## src/rtl/cpu_ctrl_pkg.sv

```systemverilog
// Shared encodings for the multi-cycle controller: instruction fields, ALU commands,
// FSM states and datapath mux selects.
package cpu_ctrl_pkg;

  localparam logic [5:0] OP_RTYPE = 6'h00;
  localparam logic [5:0] OP_J     = 6'h02;
  localparam logic [5:0] OP_JAL   = 6'h03;
  localparam logic [5:0] OP_BEQ   = 6'h04;
  localparam logic [5:0] OP_BNE   = 6'h05;
  localparam logic [5:0] OP_ADDI  = 6'h08;
  localparam logic [5:0] OP_XORI  = 6'h0e;
  localparam logic [5:0] OP_LW    = 6'h23;
  localparam logic [5:0] OP_SW    = 6'h2b;

  localparam logic [5:0] FN_JR  = 6'h08;
  localparam logic [5:0] FN_ADD = 6'h20;
  localparam logic [5:0] FN_SUB = 6'h22;
  localparam logic [5:0] FN_SLT = 6'h2a;

  localparam logic [2:0] ALU_ADD = 3'b000;
  localparam logic [2:0] ALU_SUB = 3'b001;
  localparam logic [2:0] ALU_XOR = 3'b010;
  localparam logic [2:0] ALU_SLT = 3'b011;

  localparam logic [2:0] ST_FETCH  = 3'd0;
  localparam logic [2:0] ST_DECODE = 3'd1;
  localparam logic [2:0] ST_EXEC   = 3'd2;
  localparam logic [2:0] ST_MEM    = 3'd3;
  localparam logic [2:0] ST_WB     = 3'd4;
  localparam logic [2:0] ST_HALT   = 3'd5;

  localparam logic [1:0] PC_SEQ    = 2'd0;
  localparam logic [1:0] PC_BRANCH = 2'd1;
  localparam logic [1:0] PC_JUMP   = 2'd2;
  localparam logic [1:0] PC_JR     = 2'd3;

  localparam logic [1:0] DST_RD = 2'd0;
  localparam logic [1:0] DST_RT = 2'd1;
  localparam logic [1:0] DST_RA = 2'd2;

  localparam logic [1:0] M2R_ALU  = 2'd0;
  localparam logic [1:0] M2R_MEM  = 2'd1;
  localparam logic [1:0] M2R_LINK = 2'd2;

  // One-hot instruction class; all zero means unsupported
  typedef struct packed {
    logic add;
    logic sub;
    logic slt;
    logic jr;
    logic j;
    logic jal;
    logic addi;
    logic xori;
    logic lw;
    logic sw;
    logic beq;
    logic bne;
  } instr_class_t;

endpackage

```

## src/rtl/cpu_multicycle_ctrl_if.sv

```systemverilog
// Control bundle between the sequencer (master) and the datapath (slave).
interface cpu_multicycle_ctrl_if #(
  parameter int COUNT_W = 32
);
  logic [5:0]         opcode;
  logic [5:0]         funct;
  logic               alu_zero;
  logic               mem_ready;
  logic               ir_wr;
  logic               pc_wr;
  logic [1:0]         pc_src;
  logic               reg_wr;
  logic [1:0]         reg_dst;
  logic [1:0]         mem_to_reg;
  logic               mem_rd;
  logic               mem_wr;
  logic               alu_src;
  logic [2:0]         alu_ctrl;
  logic               illegal;
  logic [2:0]         state;
  logic [COUNT_W-1:0] instr_count;

  modport master (
    input  opcode, funct, alu_zero, mem_ready,
    output ir_wr, pc_wr, pc_src, reg_wr, reg_dst, mem_to_reg,
           mem_rd, mem_wr, alu_src, alu_ctrl, illegal, state, instr_count
  );

  modport slave (
    output opcode, funct, alu_zero, mem_ready,
    input  ir_wr, pc_wr, pc_src, reg_wr, reg_dst, mem_to_reg,
           mem_rd, mem_wr, alu_src, alu_ctrl, illegal, state, instr_count
  );
endinterface

```

## src/rtl/cpu_ctrl_decode.sv

```systemverilog
// Combinational instruction classifier: opcode/funct to one-hot class plus illegal flag.
module cpu_ctrl_decode
  import cpu_ctrl_pkg::*;
(
  input  logic [5:0]   opcode,
  input  logic [5:0]   funct,
  output instr_class_t cls,
  output logic         illegal
);

  always_comb begin
    cls     = '0;
    illegal = 1'b0;
    case (opcode)
      OP_RTYPE: begin
        case (funct)
          FN_ADD:  cls.add = 1'b1;
          FN_SUB:  cls.sub = 1'b1;
          FN_SLT:  cls.slt = 1'b1;
          FN_JR:   cls.jr  = 1'b1;
          default: illegal = 1'b1;
        endcase
      end
      OP_J:    cls.j    = 1'b1;
      OP_JAL:  cls.jal  = 1'b1;
      OP_BEQ:  cls.beq  = 1'b1;
      OP_BNE:  cls.bne  = 1'b1;
      OP_ADDI: cls.addi = 1'b1;
      OP_XORI: cls.xori = 1'b1;
      OP_LW:   cls.lw   = 1'b1;
      OP_SW:   cls.sw   = 1'b1;
      default: illegal  = 1'b1;
    endcase
  end

endmodule

```

## src/rtl/cpu_multicycle_ctrl.sv

```systemverilog
// Multi-cycle sequencer: FSM, per-state strobe/select generation and retired-instruction counter.
module cpu_multicycle_ctrl
  import cpu_ctrl_pkg::*;
#(
  parameter int COUNT_W = 32
) (
  input  logic                  clk,
  input  logic                  reset,
  cpu_multicycle_ctrl_if.master bus
);

  logic [2:0]         state_reg, state_next;
  logic               illegal_reg;
  logic [COUNT_W-1:0] count_reg;

  instr_class_t cls;
  logic         dec_illegal;
  logic         is_jump, is_alu_wb, is_mem, retire;

  logic       ir_wr, pc_wr, reg_wr, mem_rd, mem_wr, alu_src;
  logic [1:0] pc_src, reg_dst, mem_to_reg;
  logic [2:0] alu_ctrl;

  cpu_ctrl_decode u_decode (
    .opcode  (bus.opcode),
    .funct   (bus.funct),
    .cls     (cls),
    .illegal (dec_illegal)
  );

  assign is_jump   = cls.j | cls.jal | cls.jr;
  assign is_alu_wb = cls.add | cls.sub | cls.slt | cls.addi | cls.xori;
  assign is_mem    = cls.lw | cls.sw;

  always_comb begin
    state_next = ST_FETCH;
    case (state_reg)
      ST_FETCH:  state_next = ST_DECODE;
      ST_DECODE: begin
        if (is_jump)          state_next = ST_FETCH;
        else if (dec_illegal) state_next = ST_HALT;
        else                  state_next = ST_EXEC;
      end
      ST_EXEC: begin
        if (is_mem)         state_next = ST_MEM;
        else if (is_alu_wb) state_next = ST_WB;
        else                state_next = ST_FETCH;
      end
      ST_MEM: begin
        if (!bus.mem_ready && is_mem) state_next = ST_MEM;
        else if (cls.lw)              state_next = ST_WB;
        else                          state_next = ST_FETCH;
      end
      ST_WB:   state_next = ST_FETCH;
      ST_HALT: state_next = ST_HALT;
      default: state_next = ST_FETCH;
    endcase
  end

  // Only real instruction completions count; HALT entry and stray encodings do not
  assign retire = (state_next == ST_FETCH) &&
                  ((state_reg == ST_DECODE) || (state_reg == ST_EXEC) ||
                   (state_reg == ST_MEM)    || (state_reg == ST_WB));

  always_ff @(posedge clk or negedge reset) begin
    if (!reset) begin
      state_reg   <= ST_FETCH;
      illegal_reg <= 1'b0;
      count_reg   <= '0;
    end else begin
      state_reg <= state_next;
      if (state_reg == ST_DECODE && dec_illegal)
        illegal_reg <= 1'b1;
      if (retire)
        count_reg <= count_reg + 1'b1;
    end
  end

  // Strobes are gated by reset so an in-flight memory access drops immediately
  always_comb begin
    ir_wr      = 1'b0;
    pc_wr      = 1'b0;
    pc_src     = PC_SEQ;
    reg_wr     = 1'b0;
    reg_dst    = DST_RD;
    mem_to_reg = M2R_ALU;
    mem_rd     = 1'b0;
    mem_wr     = 1'b0;
    alu_src    = 1'b0;
    alu_ctrl   = ALU_ADD;
    if (reset) begin
      case (state_reg)
        ST_FETCH: begin
          ir_wr = 1'b1;
          pc_wr = 1'b1;
        end
        ST_DECODE: begin
          if (cls.j || cls.jal) begin
            pc_wr  = 1'b1;
            pc_src = PC_JUMP;
          end
          if (cls.jal) begin
            reg_wr     = 1'b1;
            reg_dst    = DST_RA;
            mem_to_reg = M2R_LINK;
          end
          if (cls.jr) begin
            pc_wr  = 1'b1;
            pc_src = PC_JR;
          end
        end
        ST_EXEC: begin
          if (cls.sub)                alu_ctrl = ALU_SUB;
          if (cls.slt)                alu_ctrl = ALU_SLT;
          if (cls.xori)               alu_ctrl = ALU_XOR;
          if (cls.addi || cls.xori || is_mem) alu_src = 1'b1;
          if (cls.beq || cls.bne) begin
            alu_ctrl = ALU_SUB;
            pc_src   = PC_BRANCH;
            pc_wr    = cls.beq ? bus.alu_zero : !bus.alu_zero;
          end
        end
        ST_MEM: begin
          alu_src = 1'b1;
          mem_rd  = cls.lw;
          mem_wr  = cls.sw;
        end
        ST_WB: begin
          reg_wr = 1'b1;
          if (cls.addi || cls.xori || cls.lw) reg_dst = DST_RT;
          if (cls.lw)                         mem_to_reg = M2R_MEM;
        end
        default: ;
      endcase
    end
  end

  assign bus.ir_wr       = ir_wr;
  assign bus.pc_wr       = pc_wr;
  assign bus.pc_src      = pc_src;
  assign bus.reg_wr      = reg_wr;
  assign bus.reg_dst     = reg_dst;
  assign bus.mem_to_reg  = mem_to_reg;
  assign bus.mem_rd      = mem_rd;
  assign bus.mem_wr      = mem_wr;
  assign bus.alu_src     = alu_src;
  assign bus.alu_ctrl    = alu_ctrl;
  assign bus.illegal     = illegal_reg;
  assign bus.state       = state_reg;
  assign bus.instr_count = count_reg;

endmodule

```

## src/flat_wrapper.sv

```systemverilog
// flat-port wrapper written by rule: the top's interface ports become plain ports
module cpu_multicycle_ctrl_flat import cpu_ctrl_pkg::*;
#(
  parameter int COUNT_W = 32
)
  (clk, reset, bus_opcode, bus_funct, bus_alu_zero, bus_mem_ready, bus_ir_wr, bus_pc_wr, bus_pc_src, bus_reg_wr, bus_reg_dst, bus_mem_to_reg, bus_mem_rd, bus_mem_wr, bus_alu_src, bus_alu_ctrl, bus_illegal, bus_state, bus_instr_count);
  cpu_multicycle_ctrl_if #(.COUNT_W(COUNT_W)) bus_i ();
  input  logic clk;
  input  logic reset;
  input wire logic [$bits(bus_i.opcode)-1:0] bus_opcode;
  input wire logic [$bits(bus_i.funct)-1:0] bus_funct;
  input wire logic [$bits(bus_i.alu_zero)-1:0] bus_alu_zero;
  input wire logic [$bits(bus_i.mem_ready)-1:0] bus_mem_ready;
  output wire logic [$bits(bus_i.ir_wr)-1:0] bus_ir_wr;
  output wire logic [$bits(bus_i.pc_wr)-1:0] bus_pc_wr;
  output wire logic [$bits(bus_i.pc_src)-1:0] bus_pc_src;
  output wire logic [$bits(bus_i.reg_wr)-1:0] bus_reg_wr;
  output wire logic [$bits(bus_i.reg_dst)-1:0] bus_reg_dst;
  output wire logic [$bits(bus_i.mem_to_reg)-1:0] bus_mem_to_reg;
  output wire logic [$bits(bus_i.mem_rd)-1:0] bus_mem_rd;
  output wire logic [$bits(bus_i.mem_wr)-1:0] bus_mem_wr;
  output wire logic [$bits(bus_i.alu_src)-1:0] bus_alu_src;
  output wire logic [$bits(bus_i.alu_ctrl)-1:0] bus_alu_ctrl;
  output wire logic [$bits(bus_i.illegal)-1:0] bus_illegal;
  output wire logic [$bits(bus_i.state)-1:0] bus_state;
  output wire logic [$bits(bus_i.instr_count)-1:0] bus_instr_count;
  assign bus_i.opcode = bus_opcode;
  assign bus_i.funct = bus_funct;
  assign bus_i.alu_zero = bus_alu_zero;
  assign bus_i.mem_ready = bus_mem_ready;
  assign bus_ir_wr = bus_i.ir_wr;
  assign bus_pc_wr = bus_i.pc_wr;
  assign bus_pc_src = bus_i.pc_src;
  assign bus_reg_wr = bus_i.reg_wr;
  assign bus_reg_dst = bus_i.reg_dst;
  assign bus_mem_to_reg = bus_i.mem_to_reg;
  assign bus_mem_rd = bus_i.mem_rd;
  assign bus_mem_wr = bus_i.mem_wr;
  assign bus_alu_src = bus_i.alu_src;
  assign bus_alu_ctrl = bus_i.alu_ctrl;
  assign bus_illegal = bus_i.illegal;
  assign bus_state = bus_i.state;
  assign bus_instr_count = bus_i.instr_count;
  cpu_multicycle_ctrl #(.COUNT_W(COUNT_W)) u_core (.clk(clk), .reset(reset), .bus(bus_i));
endmodule
```

## config.mk

```make
export PLATFORM = sky130hd
export DESIGN_NAME = cpu_multicycle_ctrl_flat
export DESIGN_NICKNAME = d
export VERILOG_FILES = /design/src/rtl/cpu_ctrl_pkg.sv /design/src/rtl/cpu_multicycle_ctrl_if.sv /design/src/rtl/cpu_ctrl_decode.sv /design/src/rtl/cpu_multicycle_ctrl.sv /design/src/flat_wrapper.sv
export SDC_FILE = /design/constraint.sdc
export NUM_CORES = 1
export LEC_CHECK = 0
export ABC_AREA = 1
export CAP_MARGIN = 20
export CORE_ASPECT_RATIO = 1.75
export CORE_MARGIN = 8
export CORE_UTILIZATION = 54
export CTS_CLUSTER_DIAMETER = 50
export DETAILED_ROUTE_END_ITERATION = 10
export HOLD_SLACK_MARGIN = 0.08
export PLACE_DENSITY = 0.94
export RECOVER_POWER = 100
export SLEW_MARGIN = 5
export SYNTH_ARGS = -nofsm -noshare
export SYNTH_HDL_FRONTEND = slang
export SYNTH_SLANG_ARGS = --single-unit
```

## constraint.sdc

```tcl
create_clock -name clk -period 2.7 [get_ports clk]
set_clock_uncertainty 0.1 [all_clocks]
set_input_delay 0.54 -clock clk [delete_from_list [all_inputs] [get_ports clk]]
set_output_delay 0.54 -clock clk [all_outputs]
set_load 0.01 [all_outputs]
```

## Yosys cells after proc, flatten, opt, wreduce, memory -nomap -nowiden

Cells that the tools add are included.

| word-level totals | value |
|---|---|
| output and inout port bits | 51 |
| register bits | 36 |
| word-level logic and storage cells | 104 |

| cells by class | value |
|---|---|
| eq/ne operators | 17 |
| bitwise gates (word level) | 7 |
| reduce and logical (&&, ||, !) cells | 18 |
| muxes and demuxes | 58 |
| add/sub/neg operators | 1 |

Operators by type and width:

| operator | number |
|---|---|
| $add A32 B1 Y32 const B | 1 |
| $mux W1 | 32 |
| $eq A6 B6 Y1 const B | 5 |
| $mux W3 | 8 |
| $eq A6 B4 Y1 const B | 3 |
| $mux W2 | 9 |
| $pmux W3 S5 | 1 |
| $eq A6 B2 Y1 const B | 2 |
| $eq A6 B3 Y1 const B | 2 |
| $pmux W2 S2 | 3 |
| $logic_or A1 B1 Y1 | 8 |
| $reduce_or A8 Y1 | 1 |
| $or A1 B1 Y1 | 7 |
| $eq A3 B2 Y1 const B | 2 |
| $eq A3 B3 Y1 const B | 2 |
| $logic_not A3 Y1 | 2 |
| $logic_not A6 Y1 | 1 |
| $pmux W1 S2 | 3 |
| $mux W4 | 1 |
| $reduce_or A4 Y1 | 1 |
| $eq A3 B1 Y1 const B | 1 |
| $logic_and A1 B1 Y1 | 3 |
| $pmux W1 S3 | 1 |
| $logic_not A1 Y1 | 2 |

## Depth between registers and ports, before layout

Gate-level depths: netlist of run 1.

| logic depth | value |
|---|---|
| depth after elaboration | 12 |
| depth in mapped cells | 14 |

## By module

From an unflattened synthesis of run 1, not the netlist that was laid out.

| unflattened totals | value |
|---|---|
| cell total of the unflattened synthesis | 486 |
| area, all modules | 3010.4 µm² |

Modules (own cells, without submodules):

| module | instances | cells an instance | area each (µm²) |
|---|---|---|---|
| cpu_multicycle_ctrl | 1 | 425 | 2747.6 |
| cpu_ctrl_decode | 1 | 61 | 262.8 |

## Worst setup path after synthesis of run 1

OpenSTA, ideal clock, no wires.

| timing | value |
|---|---|
| path kind | in2out |
| start point | input bus_opcode[4] |
| end point | output bus_pc_wr |
| stages on the path | 8 |
| arrival | 1.348 ns |
| path slack | 0.712 ns |
| buffers on the path | 0 |
| cell sequence | nor2_4 -> nand2_1 -> nor2_4 -> nand2_1 -> nand2_1 -> nand3_1 -> inv_1 -> a311o_1 |

| between the ends | value |
|---|---|
| cells in the longest elaborated chain, start to end | 7 |
| elaborated cells between the ends (all ways) | 18 |
| classes of those cells | 4 x eq/ne; 11 x mux; 3 x reduce/logical |

RTL lines:

| what | RTL line | text |
|---|---|---|
| start, declared | flat_wrapper.sv:10 | `input wire logic [$bits(bus_i.opcode)-1:0] bus_opcode;` |
| $eq A6 B2 Y1 | cpu_ctrl_decode.sv:14 | `case (opcode)` |
| $mux W1 | cpu_ctrl_decode.sv:14 |  |
| $logic_or A1 B1 Y1 | cpu_multicycle_ctrl.sv:98 | `if (cls.j \|\| cls.jal) begin` |
| $mux W1 | cpu_multicycle_ctrl.sv:98 |  |
| $mux W1 | cpu_multicycle_ctrl.sv:107 | `if (cls.jr) begin` |
| $pmux W1 S3 * | cpu_multicycle_ctrl.sv:92 | `case (state_reg)` |
| $mux W1 * | cpu_multicycle_ctrl.sv:91 | `if (reset) begin` |
| end, declared | flat_wrapper.sv:15 | `output wire logic [$bits(bus_i.pc_wr)-1:0] bus_pc_wr;` |

Every way passes the cells marked *; elsewhere a longest branch is shown, timed or not.

## Worst setup path after layout of run 1

| timing | value |
|---|---|
| start point | register u_core.state_reg[0] (netlist: u_core.bus.state[0]) |
| end point | output bus_ir_wr |

| between the ends | value |
|---|---|
| cells in the longest elaborated chain, start to end | 3 |

RTL lines:

| what | RTL line | text |
|---|---|---|
| start, declared | cpu_multicycle_ctrl.sv:12 | `logic [2:0] state_reg, state_next;` |
| start signal, assigned | cpu_multicycle_ctrl.sv:71 | `state_reg <= state_next;` |
| $logic_not A3 Y1 | cpu_multicycle_ctrl.sv:92 |  |
| $mux W1 | cpu_multicycle_ctrl.sv:92 |  |
| $mux W1 | cpu_multicycle_ctrl.sv:91 |  |
| end, declared | flat_wrapper.sv:14 | `output wire logic [$bits(bus_i.ir_wr)-1:0] bus_ir_wr;` |

No other way between the ends.

==> results of run 1 <==
[cell usage in the layout, fill, tap and decap left out, types with 2 or more instances in the layout]
cell | synthesis | final
nor3_1 | 17 | 17
nand3_1 | 34 | 34
nor2_2 | 2 | 5
clkinv_2 | 0 | 2
nand2_1 | 131 | 131
nand2_2 | 3 | 3
clkdlybuf4s50_1 | 0 | 7
dlymetal6s2s_1 | 0 | 5
nand3_2 | 2 | 2
xor2_1 | 14 | 14
a21oi_1 | 2 | 2
inv_2 | 2 | 2
dfrtp_1 | 36 | 36
dlygate4sd2_1 | 0 | 12
nor2_4 | 4 | 5
clkbuf_2 | 0 | 2
dlygate4sd3_1 | 0 | 37
clkbuf_8 | 0 | 6
xnor2_1 | 8 | 8
clkbuf_1 | 3 | 3
buf_4 | 6 | 21
nand3b_1 | 2 | 2
o21ai_0 | 2 | 2
nand4_1 | 39 | 39
or2_2 | 2 | 2
o211ai_1 | 2 | 2
nor2_1 | 50 | 46
a31oi_1 | 2 | 2
inv_1 | 52 | 52
[cell families after synthesis]
logic type	share of synthesized area
compound gates	0.0205
xor+xnor	0.0688
fa+ha+maj	0.00447
buf+inv	0.108
flops	0.322
other cells	0.00134
simple gates	0.476
[cells in the mapped netlist]
cell type	number	share of area
a21oi_1	2	0.0036
nor4_1	1	0.0022
o21ai_0	2	0.0036
or2_2	2	0.0045
buf_6	2	0.0080
xnor2_1	8	0.025
nor3_1	17	0.030
a311o_1	1	0.0036
clkbuf_1	3	0.0040
nand3b_1	2	0.0054
inv_2	2	0.0027
nand3_2	2	0.0071
dfrtp_1	36	0.32
nand2_2	3	0.0067
nand3_4	1	0.0063
nor2_2	2	0.0045
nand2_1	131	0.18
conb_1	1	0.0013
xor2_1	14	0.044
inv_1	52	0.070
a31oi_1	2	0.0045
nor2_4	4	0.016
buf_2	4	0.0071
buf_4	6	0.016
o211ai_1	2	0.0054
and2_1	1	0.0022
ha_1	1	0.0045
nand4_1	39	0.087
nor2_1	50	0.067
nand3_1	34	0.061
[worst max-delay path, cell delays in order, from the launching register on]
cell and delay (ns):
dfrtp_1 0.39, inv_1 0.17, nand3_1 0.18, nor2_1 0.24, dlygate4sd3_1 0.67
[how the worst min path moves through the flow]
stage,end,slack [ns],cells after the start
finish,u_core.bus.state[2],0.35,2
global route,u_core.bus.state[0],0.39,2
CTS,u_core.bus.state[1],0.25,2
detailed placement,u_core.bus.illegal,0.37,1
global placement,u_core.bus.illegal,0.37,1
floorplan,u_core.bus.illegal,0.14,0
[where the power goes]
| part | switching (W) | internal [W] | leakage (nW) |
|---|---|---|---|
| sequential | 0.0000528 | 0.000581 | 0.489 |
| combinational | 0.000790 | 0.000359 | 1.44 |
| clock | 0.000188 | 0.000203 | 0.0510 |
[metal layers]
layer  track usage  part of all wire  vias up
met2         0.425              0.54      172
met5             0                 0        -
met4         0.101             0.031        0
met3        0.0421             0.073       31
met1         0.228              0.35     1488
li1              -                 -     1541
[area by class of cell]
cell class                 instances  area (um2)
tap                               54        67.6
clock buffer                       6        82.6
antenna                            1        2.50
sequential                        36         901
timing repair buffer              91         830
inverter                          54         203
fill                             405        1270
multi-input combinational        322        1610
clock inverter                     2        10.0
[per-stage QoR]
step                hold slack [ns]  TNS, ns
floorplan                     0.144        0
global placement              0.367    -4.60
detailed placement            0.369    -7.06
CTS                           0.246   -0.164
global route                  0.390        0
finish                        0.352        0
[repair_timing]
item | CTS | global route
setup endpoints to repair | 13 | 31
gates resized for setup | 23 | 13
hold buffers | 0 | 0
pin swaps | 0 | 3
==> impl_metrics.tcl, run 1 <==
set metrics [dict create \
    status "finished clean" \
    rrSetupSlack_ns 0.45 \
    max-slew-margin-rel 0.0343 \
    ys_types 30 \
    start_util 0.563 \
    vias 3232 \
    numCtsBuffers 5 \
    wl_per_cell_um 16.2 \
    cts_buffer_depth 2 \
    ff2ff_path_depth 9 \
    post_layout_nonfiller_instances 566 \
    final_util 0.745 \
    syn_area_um2 2800 \
    r2r_end "u_core.bus.instr_count[29]" \
    rows 34 \
    hold_class "in -> async" \
    required_ns 2.06 \
    drtIter0Drc 278 \
    wirelength_mm 9.18 \
    synthCells 427 \
    drcViolationCount 0 \
    ys_seq_area_frac 0.322 \
    ys_seq_elements 36 \
    cp-startpoint "u_core.bus.state[0]" \
    power_density_nw_per_um2 586 \
    placed_cell_area_um2 3640 \
    cts_tree "yes" \
    grt_pass1_vias 3213 \
    syn_avg_cell_area_um2 6.56 \
    arrival_ns 1.94 \
    grt_max_degree 31 \
    place.detailed.hpwl_mm 6.89 \
    insertion_delay_ns 0.29 \
    leakagePower_nw 1.98 \
    dpl.cell_count 557 \
    portBuffers 65 \
    period_minus_slack_ns 2.58 \
    drtPass1Iterations 4 \
    die_w_um 70.4 \
    syn_nets 444 \
    fmaxAchievable_mhz 387 \
    grt_overflow 0 \
    critPathMaxFanout 7 \
    die_area_um2 7840 \
    grtUsageTotal 0.226 \
    rsz0062_at_grt "no" \
    worstMarginPinSlew_ns 1.45 \
    crit_path_start_kind "flip-flop" \
    nNetsFinal 527 \
    core_um2 4980 \
    htreeDepth 2 \
    endpoint_kind "output pin" \
    period_share 0.957 \
    antenna_found_initial 0 \
    gp_congestion 0.946 \
    postRouteAntennaNets 0 \
    hold_viol 0 \
    cts_setup_buffers 0 \
    peakVddDrop_mv 0.479 \
    io-pin-count 67 \
    final.setup.worst_slack_ns 0.117 \
    post-place-ws_ns -0.303 \
    drive_above_1_share 0.106 \
    cts.sinks 36 \
    final_area_um2 3710 \
    cp-endpoint "bus_ir_wr" \
    cts_root_buf "clkbuf_8" \
    finalPower_w 0.00217 \
    reg2reg_from "u_core.bus.instr_count[2]" \
    area_growth_pct 32.4 \
    grt_first_pass_wirelength_mm 14.9 \
    slew_viol_final 0 \
    clk_pin_slew_worst_paths_ns 0.07 \
    ys_warn_count 0 \
    largest_register_ff_count 32 \
    critPathKind "reg -> out" \
    setup_viol 0 \
    die_h_um 111 \
    cap_violations 0 \
    avgViaCountPerCell 5.71 \
]
Note: power is estimated with default switching activity, not from simulation.
==> run 2, diff against run 1 <==
==> constraint.sdc (replaced) <==
create_clock -name clk -period 3.25 [get_ports clk]
set_clock_uncertainty 0.1 [all_clocks]
set_input_delay 0.65 -clock clk [delete_from_list [all_inputs] [get_ports clk]]
set_output_delay 0.65 -clock clk [all_outputs]
set_load 0.01 [all_outputs]
==> impl_metrics.tcl, run 2 (same netlist as run 1, synthesis figures left out) <==
set metrics [dict create \
    wirelength_mm 9.28 \
    critPathMaxFanout 4 \
    r2r_end "u_core.bus.instr_count[24]" \
    hold_viol 0 \
    avgViaCountPerCell 5.77 \
    cp-startpoint "bus_opcode[4]" \
    io-pin-count 67 \
    wl_per_cell_um 16.8 \
    cts_buffer_depth 2 \
    area_growth_pct 29.3 \
    antenna_found_initial 0 \
    cp_slowest_cell "clkdlybuf4s50_1" \
    largest_register_ff_count 32 \
    start_util 0.563 \
    grt_overflow 0 \
    rrSetupSlack_ns 0.91 \
    antenna_cells 0 \
    htreeDepth 2 \
    crit_path_start_kind "input pin" \
    peakVddDrop_mv 0.552 \
    holdBufCountCts 0 \
    cts.sinks 36 \
    nNetsFinal 513 \
    die_w_um 70.4 \
    postRouteAntennaNets 0 \
    die_area_um2 7840 \
    reg2reg_from "u_core.bus.state[2]" \
    place.detailed.hpwl_mm 6.96 \
    final_common_cell "nand2_1" \
    critPathKind "in -> out" \
    max-slew-margin-rel 0.174 \
    numCtsBuffers 5 \
    drtPass1Iterations 5 \
    post-place-ws_ns -0.0216 \
    slew_viol_final 0 \
    final.setup.worst_slack_ns 0.0645 \
    drive_above_1_share 0.0724 \
    cts_tree "yes" \
    layout_common_cells "nand2_1 (132), inv_1 (52), nor2_1 (47)" \
    period_minus_slack_ns 3.19 \
    arrival_ns 2.44 \
    whs_ns 0.195 \
    insertion_delay_ns 0.29 \
    rsz0062_at_grt "no" \
    portBuffers 65 \
    drcViolationCount 0 \
    critPathMaxStageDelay_ns 0.57 \
    worstMarginPinSlew_ns 1.24 \
    leakagePower_nw 1.91 \
    fmaxAchievable_mhz 314 \
    core_um2 4980 \
    endpoint_kind "output pin" \
    status "finished clean" \
    rows 34 \
    gp_congestion 0.949 \
    finalPower_w 0.00176 \
    setup_viol 0 \
    cap_violations 0 \
    grt_pass1_vias 3157 \
    clk_pin_slew_worst_paths_ns 0.07 \
    drtIter0Drc 217 \
    path_cells "clkdlybuf4s50_1 -> nor2_4 -> buf_4 -> nand3_1 -> buf_4 -> o21ai_0 -> clkdlybuf4s50_1" \
    grt_max_degree 32 \
    cp-endpoint "bus_reg_wr" \
    grtUsageTotal 0.229 \
    ff2ff_path_depth 11 \
    grt_first_pass_wirelength_mm 15.0 \
    period_share 0.980 \
    vias 3182 \
    required_ns 2.50 \
    die_h_um 111 \
    cts_root_buf "clkbuf_8" \
    hold_class "in -> async" \
    power_density_nw_per_um2 487 \
]
==> run 2: changes by cell type in the layout (fill, tap and decap cells not counted), sizes merged, moves of 2 or more <==
cell           before  now
clkdlybuf4s50       7   19
clkinv              2    0
buf                23    9
dlygate4sd2        12    0
dlymetal6s2s        5    7
==> run 2: worst min path at each step <==
stage | endpoint | slack [ns] | cells after the start
2_1_floorplan | u_core.bus.illegal | 0.25 | 0
3_3_place_gp | u_core.bus.illegal | 0.35 | 1
3_5_place_dp | u_core.bus.illegal | 0.37 | 1
4_1_cts | u_core.bus.state[2] | 0.19 | 1
5_1_grt | u_core.bus.state[0] | 0.19 | 1
6_report | u_core.bus.instr_count[1] | 0.20 | 1
==> run 2: per-layer routing <==
metal / track usage / up-vias / wire length (um)
li1: - / 1516 / -
met1: 0.228 / 1481 / 3450
met2: 0.423 / 156 / 4950
met3: 0.0484 / 29 / 549
met4: 0.116 / 0 / 333
met5: 0 / - / 0
==> run 2: area by class of cell <==
| type | instances | area [um2] |
|---|---|---|
| Clock buffer | 8 | 90.1 |
| Inverter | 54 | 203 |
| Tap cell | 54 | 67.6 |
| Fill cell | 404 | 1350 |
| Multi-Input combinational cell | 322 | 1620 |
| Timing Repair Buffer | 77 | 746 |
| Sequential cell | 36 | 901 |
==> run 2: what timing repair did <==
| item | CTS | global route |
|---|---|---|
| hold endpoints to repair | 0 | 0 |
| buffers inserted | 2 | 3 |
| setup endpoints to repair | 1 | 6 |
| gates resized for setup | 2 | 12 |
| pin swaps | 2 | 2 |
| gates cloned | 0 | 0 |
==> run 2: power breakdown <==
part | total (W) | internal [W] | switching (W)
Clock | 0.000325 | 0.000173 | 0.000152
Combinational | 0.000912 | 0.000255 | 0.000657
Sequential | 0.000528 | 0.000482 | 0.0000452
Total | 0.00176 | 0.000910 | 0.000855
==> run 2: critical path, delay by kind of cell <==
family,cells,cell delay [ns]
buffers and inverters,4,1.34
AO/OA/AOI/OAI,1,0.16
AND/OR/NAND/NOR,2,0.28
==> run 2: metrics by stage <==
| step | utilization | std cells | TNS [ns] | instance area [um2] |
|---|---|---|---|---|
| 2_1_floorplan | - | 427 | 0 | 2800 |
| 3_3_place_gp | 0.699 | 538 | 0 | 3480 |
| 3_5_place_dp | 0.699 | 538 | -0.0216 | 3480 |
| 4_1_cts | 0.721 | 548 | 0 | 3590 |
| 5_1_grt | 0.728 | 551 | 0 | 3620 |
| 6_report | 0.728 | 551 | 0 | 3620 |
==> run 3, diff against run 2 <==
--- a/config.mk
+++ b/config.mk
@@ -8,13 +8,15 @@
 export ABC_AREA = 1
 export CAP_MARGIN = 20
 export CORE_ASPECT_RATIO = 1.75
-export CORE_MARGIN = 8
+export CORE_MARGIN = 1.5
 export CORE_UTILIZATION = 54
 export CTS_CLUSTER_DIAMETER = 50
+export CTS_CLUSTER_SIZE = 8
 export DETAILED_ROUTE_END_ITERATION = 10
 export HOLD_SLACK_MARGIN = 0.08
 export PLACE_DENSITY = 0.94
 export RECOVER_POWER = 100
+export SKIP_CTS_REPAIR_TIMING = 1
 export SLEW_MARGIN = 5
 export SYNTH_ARGS = -nofsm -noshare
 export SYNTH_HDL_FRONTEND = slang
==> impl_metrics.tcl, run 3 (same netlist as run 1, synthesis figures left out) <==
set metrics [dict create \
    drcViolationCount 0 \
    violations "setup timing" \
    status "finished with violations" \
    whs_ns 0.102 \
    grt_first_pass_wirelength_mm 13.8 \
    r2r_end "u_core.bus.instr_count[30]" \
    hold_viol 0 \
    gp_congestion 0.953 \
    post_layout_nonfiller_instances 548 \
    fmaxAchievable_mhz 307 \
    worstMarginPinSlew_ns 1.32 \
    htreeDepth 2 \
    wirelength_mm 8.58 \
    drtIter0Drc 171 \
    portBuffers 65 \
    numCtsBuffers 5 \
    nNetsFinal 511 \
    ff2ff_path_depth 10 \
    placed_cell_area_um2 3490 \
    hold_class "in -> async" \
    antenna_cells 0 \
    cts_buffer_depth 2 \
    finalPower_w 0.00184 \
    rrSetupSlack_ns 1.00 \
    period_minus_slack_ns 3.26 \
    drive_above_1_share 0.0729 \
    rows 34 \
    arrival_ns 2.51 \
    post-place-ws_ns 0.0290 \
    start_util 0.563 \
    critPathMaxFanout 4 \
    io-pin-count 67 \
    period_share 1.00 \
    grt_pass1_vias 3059 \
    grt_overflow 0 \
    final_common_cell "nand2_1" \
    final.setup.worst_slack_ns -0.00799 \
    cts_tree "yes" \
    insertion_delay_ns 0.29 \
    avgViaCountPerCell 5.63 \
    max-slew-margin-rel 0.117 \
    power_density_nw_per_um2 506 \
    place.detailed.hpwl_mm 6.32 \
    drtPass1Iterations 4 \
    leakagePower_nw 1.78 \
    dpl.cell_count 538 \
    endpoint_kind "output pin" \
    postRouteAntennaNets 0 \
    peakVddDrop_mv 0.779 \
    cap_violations 0 \
    vias 3085 \
    layout_common_cells "nand2_1 (131), clkdlybuf4s50_1 (60), inv_1 (52)" \
    fill_cells 412 \
    grt_max_degree 32 \
    antenna_found_initial 0 \
    crit_path_start_kind "input pin" \
    clk_pin_slew_worst_paths_ns 0.06 \
    required_ns 2.50 \
    slew_viol_final 0 \
    grtUsageTotal 0.308 \
    die_area_um2 5650 \
    core_um2 4980 \
    setup_viol 1 \
    cts_root_buf "clkbuf_8" \
    largest_register_ff_count 32 \
    wl_per_cell_um 15.7 \
    reg2reg_from "u_core.bus.state[1]" \
    die_h_um 98.3 \
    cts.sinks 36 \
    area_growth_pct 29.5 \
    critPathKind "in -> out" \
    die_w_um 57.4 \
    final_area_um2 3630 \
]
-- run 3: stage by stage --
stage / setup TNS (ns) / util
finish: -0.00799 / 0.729
detailed placement: 0 / 0.702
global placement: 0 / 0.702
floorplan: 0 / -
CTS: 0 / 0.721
global route: -0.144 / 0.729
-- run 3: worst max path at each step --
stage | start | endpoint | cells past startpoint
floorplan | bus_opcode[4] | bus_pc_wr | 8
global placement | bus_opcode[4] | bus_pc_wr | 10
detailed placement | bus_opcode[4] | bus_alu_ctrl[0] | 9
CTS | bus_opcode[4] | bus_pc_wr | 10
global route | bus_opcode[2] | bus_mem_rd | 7
finish | bus_opcode[2] | bus_mem_rd | 7
-- run 3: where the power goes --
part	internal [W]	leakage [nW]	total (W)	switching, W
registers	0.000482	0.489	0.000526	0.0000440
logic	0.000308	1.24	0.000962	0.000653
clock network	0.000189	0.0503	0.000347	0.000158
total	0.000979	1.78	0.00184	0.000856
-- run 3: layout make-up --
cell class	instances	area, um2	share of cell area
well taps	54	67.6	0.0186
clock buffers	7	96.3	0.0266
flip-flops and latches	36	901	0.248
repair buffers	75	752	0.207
multi-input cells	322	1610	0.443
inverters	54	203	0.0559
-- run 3: worst max-delay path, stage by stage --
cell and delay [ns]:
clkdlybuf4s50_1 0.50, nor2_2 0.18, inv_2 0.07, nor3_1 0.18, inv_1 0.12, nor3_1 0.22, clkdlybuf4s50_1 0.58
-- run 3: layer usage --
layer	share of wire	GRT usage	wire length, um	up-vias
li1	-	-	-	1512
met1	0.36	0.330	3070	1429
met2	0.55	0.560	4750	119
met3	0.054	0.0424	460	25
met4	0.035	0.159	302	0
met5	0	0	0	-
